$ cat config.mk
export PLATFORM = sky130hd
export DESIGN_NAME = alu_reg
export DESIGN_NICKNAME = d
export VERILOG_FILES = /design/src/rtl/alu_pkg.sv /design/src/rtl/alu_addsub.sv /design/src/rtl/alu_reg.sv
export SDC_FILE = /design/constraint.sdc
export NUM_CORES = 1
export LEC_CHECK = 0
export CORE_UTILIZATION = 42
export DETAILED_ROUTE_END_ITERATION = 7
export GPL_TIMING_DRIVEN = 1
export HOLD_SLACK_MARGIN = 0.15
export PLACE_DENSITY = 0.86
export SLEW_MARGIN = 20
export SYNTH_ARGS = -nofsm -noshare
export SYNTH_HDL_FRONTEND = slang
export SYNTH_SLANG_ARGS = --single-unit
$ cat constraint.sdc
create_clock -name clk -period 0.9 [get_ports clk]
set_input_delay 0.135 -clock clk [delete_from_list [all_inputs] [get_ports clk]]
set_output_delay 0.135 -clock clk [all_outputs]
set_load 0.02 [all_outputs]
$ cat src/rtl/alu_pkg.sv
// Shared opcode and flag types for the execute-stage ALU.
package alu_pkg;

    typedef enum logic [1:0] {
        ALU_ADD = 2'b00,
        ALU_SUB = 2'b01,
        ALU_AND = 2'b10,
        ALU_OR  = 2'b11
    } alu_op_e;

    typedef struct packed {
        logic Z;
        logic C;
        logic V;
        logic S;
    } alu_flags_t;

    function automatic alu_flags_t pack_flags(input logic z, input logic c,
                                              input logic v, input logic s);
        alu_flags_t f;
        f.Z = z;
        f.C = c;
        f.V = v;
        f.S = s;
        return f;
    endfunction

endpackage

$ cat src/rtl/alu_addsub.sv
// Shared adder: a + (b ^ {sub}) + sub, with carry-out and signed overflow.
module alu_addsub #(
    parameter int WIDTH = 4
) (
    input  logic [WIDTH-1:0] i_a,
    input  logic [WIDTH-1:0] i_b,
    input  logic             i_sub,
    output logic [WIDTH-1:0] o_sum,
    output logic             o_carry,
    output logic             o_ovf
);

    logic [WIDTH-1:0] w_b_eff;
    logic [WIDTH:0]   w_total;

    assign w_b_eff = i_b ^ {WIDTH{i_sub}};
    assign w_total = {1'b0, i_a} + {1'b0, w_b_eff} + {{WIDTH{1'b0}}, i_sub};
    assign o_sum   = w_total[WIDTH-1:0];
    assign o_carry = w_total[WIDTH];

    // Overflow uses the operand MSBs as the adder sees them, so SUB needs no special case.
    assign o_ovf   = (i_a[WIDTH-1] == w_b_eff[WIDTH-1]) &&
                     (w_total[WIDTH-1] != i_a[WIDTH-1]);

endmodule

$ cat src/rtl/alu_reg.sv
// Registered ALU: op mux and flag generation feeding one result/flags register stage.
module alu_reg
    import alu_pkg::*;
#(
    parameter int WIDTH = 4
) (
    input  logic             clk,
    input  logic             rst_n,
    input  logic             en,
    input  logic [1:0]       select,
    input  logic [WIDTH-1:0] a,
    input  logic [WIDTH-1:0] b,
    output logic [WIDTH-1:0] result,
    output logic             Z,
    output logic             C,
    output logic             V,
    output logic             S
);

    alu_op_e          w_op;
    logic             w_sub;
    logic [WIDTH-1:0] w_sum;
    logic             w_carry;
    logic             w_ovf;
    logic [WIDTH-1:0] w_next_result;
    logic             w_next_c;
    logic             w_next_v;
    alu_flags_t       w_next_flags;

    logic [WIDTH-1:0] r_result;
    alu_flags_t       r_flags;

    assign w_op  = alu_op_e'(select);
    assign w_sub = (w_op == ALU_SUB);

    alu_addsub #(
        .WIDTH (WIDTH)
    ) u_addsub (
        .i_a     (a),
        .i_b     (b),
        .i_sub   (w_sub),
        .o_sum   (w_sum),
        .o_carry (w_carry),
        .o_ovf   (w_ovf)
    );

    // Select next result and arithmetic flags; logic ops clear C and V.
    always_comb begin
        w_next_result = w_sum;
        w_next_c      = w_carry;
        w_next_v      = w_ovf;
        case (w_op)
            ALU_ADD, ALU_SUB: begin
                w_next_result = w_sum;
                w_next_c      = w_carry;
                w_next_v      = w_ovf;
            end
            ALU_AND: begin
                w_next_result = a & b;
                w_next_c      = 1'b0;
                w_next_v      = 1'b0;
            end
            ALU_OR: begin
                w_next_result = a | b;
                w_next_c      = 1'b0;
                w_next_v      = 1'b0;
            end
            default: begin
                w_next_result = w_sum;
                w_next_c      = w_carry;
                w_next_v      = w_ovf;
            end
        endcase
    end

    // Zero and sign derive from the same next-result value as C and V.
    always_comb begin
        w_next_flags = pack_flags((w_next_result == {WIDTH{1'b0}}), w_next_c,
                                  w_next_v, w_next_result[WIDTH-1]);
    end

    // Result and all four flags load together so they never disagree.
    always_ff @(posedge clk or negedge rst_n) begin
        if (!rst_n) begin
            r_result <= {WIDTH{1'b0}};
            r_flags  <= pack_flags(1'b0, 1'b0, 1'b0, 1'b0);
        end else if (en) begin
            r_result <= w_next_result;
            r_flags  <= w_next_flags;
        end
    end

    assign result = r_result;
    assign Z      = r_flags.Z;
    assign C      = r_flags.C;
    assign V      = r_flags.V;
    assign S      = r_flags.S;

endmodule

==> out/metrics.yaml, run 1 <==
run_status:
  outcome: "aborted with a tool error"
  lastStage: "global routing (5_1_grt)"
  error: "[ERROR DPL-0033] detailed placement checks failed during check placement."
die:
  ios: 21
  start_util: 0.4818
  rows: 12
  die_w_um: 38.66
  die_h_um: 38.66
yosys:
  synth_top_area_frac: 0.3104
  synth_compound_area_frac: 0.2373
  synth.distinct_cells: 26
  syn_area_um2: 564.3
  synthTopCellsByCount: "7 x dfrtp_1, 6 x a21oi_1, 5 x ha_1, 5 x inv_1, 5 x nand2_1"
  synth_seq_area_share: 0.3104
  synth_area_leader_cell: "dfrtp_1"
  synthXorXnorAreaFrac: 0.07761
  synth_simple_gate_area_frac: 0.09756
  synthArstFlopShare: 1.000
  synth_fa_ha_area_frac: 0.1463
  synth_ff_type: "dfrtp_1"
  synth_edf_count: 0
  synth.area.mux_share: 0.05765
  synthCells: 62
  ys_warn_count: 0
  synth_nets: 81
  synth_top_family_by_area: "compound AO/OA/AOI/OAI gates"
  ys_ff_latch: 7
  postSynthAreaPerCell_um2: 9.101
  synthTopCellsByArea: "dfrtp_1 31%, ha_1 11%, xnor2_1 6.2%"
  yosysMostFrequentCell: "dfrtp_1"
clock_tree:
  cts_buffer_depth: 2
  root_buffer: "clkbuf_4"
  htreeDepth: 1
  cts_num_sinks: 7
  cts_buffers: 3
placement:
  hpwl_um: 1287
  place.gp.congestion: 0.7688
  port_buffers: 20
  dp_cells: 107
global_routing:
  antenna_found_initial: 0
  grt_max_degree: 11
sta:
  worstEndpointGrtRepair: "Z$_DFFE_PN0P_/D"
  worstEndpointType: "register input"
## logic make-up after synthesis
kind of cell    Yosys count
xor+xnor                  5
mux                       3
flops                     7
compound gates           20
simple gates             12
buf+inv                   9
fa+ha+maj                 6
## through the flow
step                setup WS [ps]  instance area [um2]  TNS, ps
detailed placement          -1422                905.9    -9645
CTS                        -729.0                 1101    -4087
global placement            -1277                905.9    -9048
floorplan                  -914.0                611.8    -4392
## what timing repair did
action | CTS
setup endpoints to repair | 15
buffers inserted | 9
endpoints found under the hold margin | 3
pin swaps | 20
gates resized for setup | 92
cloned | 0
==> inputs of run 2 (changes only) <==
--- a/config.mk
+++ b/config.mk
@@ -5,11 +5,11 @@
 export SDC_FILE = /design/constraint.sdc
 export NUM_CORES = 1
 export LEC_CHECK = 0
-export CORE_UTILIZATION = 42
+export CORE_AREA = 2 2 63 65
 export DETAILED_ROUTE_END_ITERATION = 7
+export DIE_AREA = 0 0 65 67
 export GPL_TIMING_DRIVEN = 1
-export HOLD_SLACK_MARGIN = 0.15
-export PLACE_DENSITY = 0.86
+export PLACE_DENSITY_LB_ADDON = 0.15
 export SLEW_MARGIN = 20
 export SYNTH_ARGS = -nofsm -noshare
 export SYNTH_HDL_FRONTEND = slang
==> out/metrics.yaml, run 2 <==
finish:
  largest_register_ffs: 4
  drive_gt1_frac: 0.6759
  mostFrequentLayoutCells: "20 x buf_4, 16 x buf_6, 7 x dfrtp_1, 4 x a21oi_1"
  final_util: 0.3480
  final_nets: 128
  area_delta_synth_final_pct: 122.4
  antennaDiodeCount: 0
  final_common_cell: "buf_4"
  instances_no_fill: 156
power:
  peakVddDrop_mv: 0.8120
  power_density_mw_per_mm2: 1310
  p_leak_uw: 0.0005735
yosys:
  synth_ff_type: "dfrtp_1"
  synthArstFlopShare: 1.000
  synth.distinct_cells: 26
  synth_seq_area_share: 0.3104
  ys_warn_count: 0
  synth_top_area_frac: 0.3104
  synthTopCellsByCount: "7 x dfrtp_1, 6 x a21oi_1, 5 x ha_1, 5 x inv_1, 5 x nand2_1"
  synth_area_leader_cell: "dfrtp_1"
  synthCells: 62
  postSynthAreaPerCell_um2: 9.101
  synthTopCellsByArea: "dfrtp_1 31%, ha_1 11%, xnor2_1 6.2%"
  yosysMostFrequentCell: "dfrtp_1"
  synth_nets: 81
  syn_area_um2: 564.3
  synth_edf_count: 0
  ys_ff_latch: 7
clock_tree:
  root_buffer: "clkbuf_8"
  clk_latency_ps: 220
  cts_num_sinks: 7
  cts_tree: "yes"
  cts_buffer_depth: 2
  htreeDepth: 1
  cts_buffers: 3
  cts_hold_buf: 0
  clk_pin_slew_worst_paths_ps: 40
sta:
  tns_ps: -3718
  maxSlewViolCount: 0
  max_freq_ghz: 0.6375
  setup_viol: 10
  skew_ps: 0
  hold_viol: 0
  rsz0062_at_grt: "true"
  fin_crit_sh: 1.743
  worstMarginPinSlew_ps: 330.6
  slew_headroom: 0.7772
  min_period_ps: 1569
  worst_slack_ps: -668.6
die:
  core_area_mm2: 0.003606
  design.die.area_mm2: 0.004355
  start_util: 0.1565
  rows: 22
  die_h_um: 67
  die_w_um: 65
  ios: 21
detailed_routing:
  drc_errors: 0
  firstDrtPassIters: 3
  routed_wl_um: 1746
  drt_iter0_drc: 20
  num_vias: 624
  drt.antenna.violating_nets: 0
  routed_via_density: 4.000
  routedWlPerCell_um: 11.19
run_status:
  outcome: "finished with violations"
  violations: "negative setup slack"
placement:
  port_buffers: 20
  place.gp.congestion: 0.6607
  dp_cells: 146
  hpwl_um: 1243
critical_path:
  required_ps: 1010
  critPathLaunch: "select[1]"
  crit_type: "in2reg"
  cp_max_fo: 3
  crit_arrival_ps: 1680
  end_kind: "register"
  cp-start-kind: "primary input"
  r2r_start: "C"
global_routing:
  grt_pass1_wl_um: 3063
  track_usage: 0.09331
  grt_max_degree: 11
  grt_overflow: 0
  antenna_found_initial: 0
  grt_pass1_vias: 639
flow_run:
  maxCapViolations: 0
worst_hold_path:
  hold_class: "in2async"
-- run 2: report_power, final --
group	total [uW]	leakage (uW)	switching, uW	internal, uW
clock	434	0.0000228	129	306
combinational	812	0.000464	355	457
sequential	398	0.0000865	36.4	362
total	1640	0.000573	520	1120
-- run 2: area by class of cell --
| cell class | instances | area, um2 |
|---|---|---|
| tap | 48 | 60.06 |
| inverter | 5 | 23.77 |
| fill | 383 | 2351 |
| sequential | 7 | 175.2 |
| clock buffer | 4 | 45.04 |
| multi-input combinational | 46 | 541.8 |
| timing repair buffer | 46 | 409.1 |
-- run 2: logic make-up (layout without fill, tap and decap cells) --
group,after synthesis,count (layout),share of synthesized area
buf+inv,9,55,0.07317
simple gates,12,12,0.09757
compound gates,20,20,0.2373
fa+ha+maj,6,6,0.1463
flops,7,7,0.3104
xor+xnor,5,5,0.07760
mux,3,3,0.05765
-- run 2: routing by layer --
layer	wire [um]	vias to the layer above	GRT usage
met4	27	0	0.03989
li1	-	311	-
met3	81	4	0.01689
met2	816	16	0.1430
met5	0	-	0
met1	821	293	0.1274
-- run 2: worst paths after layout --
check                       endpoint  slack [ps]  cells after the start
min in group clk                   V         390                      4
max in group asynchronous          Z         490                      1
hold reg to reg                    V         510                      2
setup / recovery                   Z        -670                      9
setup reg to reg                   C         120                      3
hold / removal             result[1]         180                      1
-- run 2: what timing repair did --
item,CTS,global route
endpoints found under the setup margin,15,15
pin swaps,20,21
gates resized for setup,87,24
buffers inserted,4,2
-- run 2: critical path, stage by stage --
cell and delay (ps):
buf_6 90, nand2b_4 180, xnor2_4 150, ha_4 290, a21o_1 140, buf_6 110, nor3_1 40, o32a_1 340
a22o_1 190
-- run 2: stage by stage --
stage / cell area, um2 / hold WS, ps / total power [uW] / setup slack [ps]
3_3_place_gp: 985.9 / 426.4 / 999.0 / -1310
2_1_floorplan: 611.8 / -160.6 / 701.6 / -914.0
5_1_grt: 1255 / 183.9 / 1760 / -736.5
3_5_place_dp: 985.9 / 424.5 / 992.1 / -1324
4_1_cts: 1144 / 183.8 / 1535 / -747.2
6_report: 1255 / 175.1 / 1644 / -668.6
No activity file was read; power rests on OpenSTA's default activity.
==> inputs of run 3 (changes only) <==
--- a/config.mk
+++ b/config.mk
@@ -9,8 +9,9 @@
 export DETAILED_ROUTE_END_ITERATION = 7
 export DIE_AREA = 0 0 65 67
 export GPL_TIMING_DRIVEN = 1
-export PLACE_DENSITY_LB_ADDON = 0.15
+export PLACE_DENSITY_LB_ADDON = 0.2
 export SLEW_MARGIN = 20
 export SYNTH_ARGS = -nofsm -noshare
 export SYNTH_HDL_FRONTEND = slang
+export SYNTH_HIERARCHICAL = 1
 export SYNTH_SLANG_ARGS = --single-unit
==> out/metrics.yaml, run 3 <==
power:
  peakVddDrop_mv: 0.4824
  internal_power_uw: 1043
  p_leak_uw: 0.0004951
  seqPwrFrac: 0.267
  p_comb_frac: 0.448
  power.total_uw: 1511
  p_switching_uw: 468.1
  p_clk_frac: 0.285
  switching_share: 0.3098
  power_density_mw_per_mm2: 1462
finish:
  area_delta_synth_final_pct: 72.44
  final_common_cell: "buf_4"
  final_nets: 112
  antennaDiodeCount: 0
  final_util: 0.2866
  largest_register_ffs: 4
  drive_gt1_frac: 0.5000
  mostFrequentLayoutCells: "15 x buf_4, 10 x buf_6, 7 x dfrtp_1, 6 x inv_1"
worst_hold_path:
  hold_class: "in2async"
yosys:
  synth_top_area_frac: 0.2923
  synth_seq_area_share: 0.2923
  synth.distinct_cells: 26
  synthArstFlopShare: 1.000
  synth_nets: 75
  ys_ff_latch: 7
  synth_edf_count: 0
  synth_area_leader_cell: "dfrtp_1"
  yosysMostFrequentCell: "dfrtp_1"
  ys_warn_count: 6
  synthCells: 58
  postSynthAreaPerCell_um2: 10.33
  synthTopCellsByArea: "dfrtp_1 29%, xor2_1 7.3%, ha_1 6.3%"
  syn_area_um2: 599.3
  synthTopCellsByCount: "7 x dfrtp_1, 6 x inv_1, 5 x xor2_1"
  synth_ff_type: "dfrtp_1"
run_status:
  outcome: "finished with violations"
  violations: "negative setup slack"
placement:
  port_buffers: 20
  hpwl_um: 1152
  place.gp.congestion: 0.7747
global_routing:
  track_usage: 0.07690
  grt_overflow: 0
  antenna_found_initial: 0
  grt_pass1_wl_um: 2518
  grt_pass1_vias: 608
  grt_max_degree: 11
die:
  core_area_mm2: 0.003606
  die_h_um: 67
  design.die.area_mm2: 0.004355
  ios: 21
  rows: 22
  start_util: 0.1662
  die_w_um: 65
critical_path:
  slowest_delay_ps: 300
  path_buf_inv: 2
  cp-start-kind: "primary input"
  r2r_start: "Z"
  path_cells: "clkdlybuf4s15_1, xor2_1, ha_1, a21o_1, a31oi_4, buf_6, mux2_4, nand3b_1, o21ai_1"
  r2r_slack_ps: 130
  cp_max_fo: 2
  cp_slowest_cell: "ha_1"
  crit_type: "in2reg"
  end_kind: "register"
  required_ps: 1010
  critPathLaunch: "b[2]"
  crit_cells: 9
  setup.worst_path.end: "V"
  critPathTopFamily: "compound AO/OA/AOI/OAI gates"
  worstRegToRegCells: 3
  crit_arrival_ps: 1690
  rr_endpoint: "Z"
clock_tree:
  cts_buffer_depth: 2
  htreeDepth: 1
  cts_num_sinks: 7
  clk_latency_ps: 220
  cts_buffers: 3
  cts_tree: "yes"
  clk_pin_slew_worst_paths_ps: 40
  root_buffer: "clkbuf_8"
detailed_routing:
  drt_iter0_drc: 4
  routed_wl_um: 1396
  drt.antenna.violating_nets: 0
  drc_errors: 0
  num_vias: 537
  routed_via_density: 3.782
  routedWlPerCell_um: 9.831
  firstDrtPassIters: 3
sta:
  fin_crit_sh: 1.763
  min_period_ps: 1587
  setup_viol: 8
  maxSlewViolCount: 0
  hold_viol: 0
  rsz0062_at_grt: "true"
  max_freq_ghz: 0.6301
  worstMarginPinSlew_ps: 320.2
  skew_ps: 0
  slew_headroom: 0.7859
  worst_slack_ps: -687.0
flow_run:
  maxCapViolations: 0
==> run 3: cell types whose count changed after synthesis, sizes merged, moves of 3 or more <==
cell	change
a21oi	-3
mux2	+3
nand2	-5
o21ai	+3
xnor2	-3
xor2	+4
==> run 3: worst min-delay path by stage <==
stage,from,end,slack [ps],depth (start not counted)
final,rst_n,result[3],170,1
after global routing,rst_n,result[3],180,1
after CTS,rst_n,result[3],180,1
after detailed placement,rst_n,V,420,1
after global placement,rst_n,V,420,1
after floorplan,rst_n,C,-160,0
==> run 3: what timing repair did <==
item	CTS	global route
setup endpoints to repair	15	15
pin swaps	11	6
buffers inserted	2	1
gates resized for setup	63	17
hold buffers	0	0
endpoints found under the hold margin	0	0
==> run 3: layout make-up <==
cell class / instances / area, um2
clock buffers: 3 / 41.29
clock inverters: 1 / 5.005
fillers: 385 / 2572
inverters: 6 / 22.52
multi-input cells: 41 / 402.9
flip-flops and latches: 7 / 175.2
well taps: 48 / 60.06
repair buffers: 36 / 326.6
==> run 3: kinds of logic (layout without fill, tap and decap cells) <==
| group | count (synthesis) | count (layout) | synth area share |
|---|---|---|---|
| buf+inv | 10 | 46 | 0.08975 |
| fa+ha+maj | 4 | 4 | 0.09604 |
| xor+xnor | 6 | 6 | 0.08768 |
| flops | 7 | 7 | 0.2923 |
| mux | 5 | 5 | 0.1065 |
| simple gates | 6 | 6 | 0.06262 |
| compound gates | 20 | 20 | 0.2651 |
==> run 3: worst register-to-register path, cell delays in order (launching register included) <==
cell and delay, ps:
dfrtp_1 380, buf_4 130, nand2b_1 70, o41ai_2 70
==> run 3: power groups by stage <==
stage | Clock, uW | Combinational [uW] | Sequential [uW]
after floorplan | 0 | 304 | 457
after global placement | 0 | 628 | 396
after detailed placement | 0 | 627 | 398
after CTS | 448 | 623 | 394
after global routing | 480 | 743 | 409
final | 431 | 676 | 403
==> run 3: through the flow <==
step	TNS (ps)	setup WS (ps)	instances	hold slack (ps)	instance area (um2)
global placement	-9579	-1322	135	420.1	935.9
floorplan	-4938	-911.2	58	-160.6	619.3
CTS	-3938	-766.4	141	178.5	984.7
global route	-4333	-766.9	142	181.7	1033
detailed placement	-9657	-1345	135	419.1	935.9
finish	-3682	-687.0	142	171.5	1033
==> run 3: per-layer routing <==
metal / vias to the layer above / global-route usage / share of wire
met1: 252 / 0.08469 / 0.42
met5: - / 0 / 0
met2: 9 / 0.1340 / 0.53
met3: 0 / 0.03716 / 0.049
li1: 276 / - / -
met4: 0 / 0.01596 / 0
==> RTL edit (flow settings as in run 2) <==
`WIDTH` is set to 4 in 2 places; all go to 2.
--- a/src/rtl/alu_addsub.sv
+++ b/src/rtl/alu_addsub.sv
@@ -1,6 +1,6 @@
 // Shared adder: a + (b ^ {sub}) + sub, with carry-out and signed overflow.
 module alu_addsub #(
-    parameter int WIDTH = 4
+    parameter int WIDTH = 2
 ) (
     input  logic [WIDTH-1:0] i_a,
     input  logic [WIDTH-1:0] i_b,
--- a/src/rtl/alu_reg.sv
+++ b/src/rtl/alu_reg.sv
@@ -2,7 +2,7 @@
 module alu_reg
     import alu_pkg::*;
 #(
-    parameter int WIDTH = 4
+    parameter int WIDTH = 2
 ) (
     input  logic             clk,
     input  logic             rst_n,
Ports: changed (resized a, b and result); port bits go from 21 to 15. The function was not compared with the original's and may differ.
==> RTL edit against run 2 <==
- the run still ends with negative setup slack left
- clock power shrank 4%
- wire length shrank 42%
- synthesized area shrank 39%
- worst setup slack gained 54 ps
- count of clock-buffer cells in the layout is the same
- global-route usage shrank 4.4 points
- final area shrank 41%
- sequential cell count shrank 2
- power shrank 31%
- highest routed layer unchanged
==> RTL edit: results (changes against run 2) <==
- The placed wire-length estimate is 791 µm (-36%).
- The minimum setup slack in the final design came to -615 ps (+53.8 ps).
- The maximum cell stage delay along the critical path is 550 ps (+210 ps).
- Counting instances in the post-synthesis netlist gives the leading cell types as sky130_fd_sc_hd__dfrtp_1, sky130_fd_sc_hd__inv_1, sky130_fd_sc_hd__ha_1, sky130_fd_sc_hd__mux2_2.
- The number of failing setup endpoints in the final timing report is 6 (-4).
- The net count of the mapped netlist came to 48 (-41%).
- The initial antenna violation count is 0 (unchanged).
- The count of inserted antenna diode cells came to 0 (unchanged).
- Among all stages on the critical path, the largest delay is contributed by sky130_fd_sc_hd__fa_2.
- The total met2 wirelength after detailed routing was 417 µm (-49%).
- The ratio of routed vias to standard cells was 3.02 (-25%).
- The checks that failed: negative setup slack.
- The power per cell area was 1530 nW/µm² (+17%).
- The setup total negative slack is -1890 ps (+1830 ps).
- The number of global-route vias before repair was 330 (-48%).
- By area the synthesized netlist is led by sky130_fd_sc_hd__dfrtp_1, sky130_fd_sc_hd__ha_1, sky130_fd_sc_hd__mux2_2.
- The sum of met3 wire segment lengths after detailed routing is 99 µm (+22%).
- The largest net degree at the start of global routing was 7 (-4).
- The share of post-route cells with drive strength above 1 was 64.6% (-3.0 points).
- The global placer's final weighted congestion is 0.657 (-0.53%).
- The root buffer cell chosen for the clock tree is sky130_fd_sc_hd__clkbuf_8.
- The cell family contributing the most delay on the critical path is adder cells.
- The met1 capacity usage during global routing was 6.28% (-6.5 points).
- The number of levels the H-tree was split into is 1 (unchanged).
- The actual slew at the worst max-slew pin is 249 ps (-82.0 ps).
- The final net count is 79 (-38%).
- The standard cell area after detailed placement was 624 µm² (-37%).
- The global-route wire length before repair was 1.51 mm (-51%).
- The routing usage on met2 is 6.19% (-8.1 points).
- The routing usage on met3 is 2.20% (+0.51 points).
- The flip-flop count of the largest register after layout is 2 (-2).
- The number of buffers added by the clock tree synthesis step is 3 (unchanged).
- The total of buffers placed on input and output ports was 14 (-30%).
- The leakage power summed over all cells was 0.356 nW (-38%).
- The number of iterations in the first detailed-routing pass is 2 (-1).
- The number of different library cells in the post-synthesis netlist came to 21 (-19%).
- The wire length on met1 is 469 µm (-43%).
- The layout filler cell count is 405 (+5.7%).
- The largest fanout on the critical path is 2 (-1).
- The starting DRC count in detailed routing came to 5 (-75%).
- The share of flip-flops with an asynchronous set or reset is 100% (unchanged).
- The maximum ir drop on the vdd rail is 0.747 mV (-8.0%).
- The wire length after detailed routing was 1.01 mm (-42%).
- The fraction of the yosys area taken by sequential cells is 36.2% (+5.2 points).
- The highest metal layer used by the detailed router is met4.
- The run finished, with violations left.
- The arrival time at the worst endpoint came to 1620 ps (-60 ps).
- The total global-route track usage is 4.92% (-4.4 points).
RTL edit: layout make-up:
cell class,count,area share (%)
sequential,5,16.9
tap,48,8.12
multi-input combinational,23,35.5
timing repair buffer,27,30.3
clock buffer,4,6.09
inverter,6,3.05
RTL edit: worst register-to-register path: cells and delay by family, from the launching register on:
kind	cells	cell delay (ps)
buf+inv	1	140
compound gates	1	180
flops	1	380
RTL edit: repair_timing:
| action | in CTS | in global routing |
|---|---|---|
| endpoints found under the setup margin | 11 | 10 |
| pin swaps | 6 | 0 |
| resized for setup | 58 | 14 |
| buffers inserted | 2 | 2 |
| cloned | 0 | 0 |
RTL edit: final timing paths:
path,from,slack [ps],cells after the start,to
worst max-delay path,select[1],-610,8,result[1]
worst min-delay path,rst_n,140,1,C
worst max register to register,result[0],80,2,result[0]
worst min register to register,C,530,1,C
max in group asynchronous,rst_n,550,1,Z
min in group clk,en,410,3,Z
RTL edit: cells by family after synthesis:
| group | Yosys count | synth area share (%) |
|---|---|---|
| AOI/OAI and AO/OA | 7 | 14.1 |
| xor gates and xnor gates | 2 | 5.07 |
| adders and majority gates | 4 | 16.7 |
| buffers and inverters | 7 | 8.70 |
| DFF | 5 | 36.2 |
| muxes | 3 | 9.78 |
| and+or+nand+nor | 7 | 9.42 |
RTL edit: through the flow:
step | cells | worst slack [ps]
2_1_floorplan | 35 | -704
3_3_place_gp | 105 | -1280
3_5_place_dp | 105 | -1280
4_1_cts | 111 | -620
5_1_grt | 113 | -684
6_report | 113 | -615
RTL edit: power breakdown:
part	internal, mW	leakage (nW)	switching [mW]	total, mW
clock	0.304	0.0228	0.114	0.418
combinational	0.243	0.271	0.184	0.427
sequential	0.259	0.0622	0.0276	0.286
total	0.806	0.356	0.325	1.13
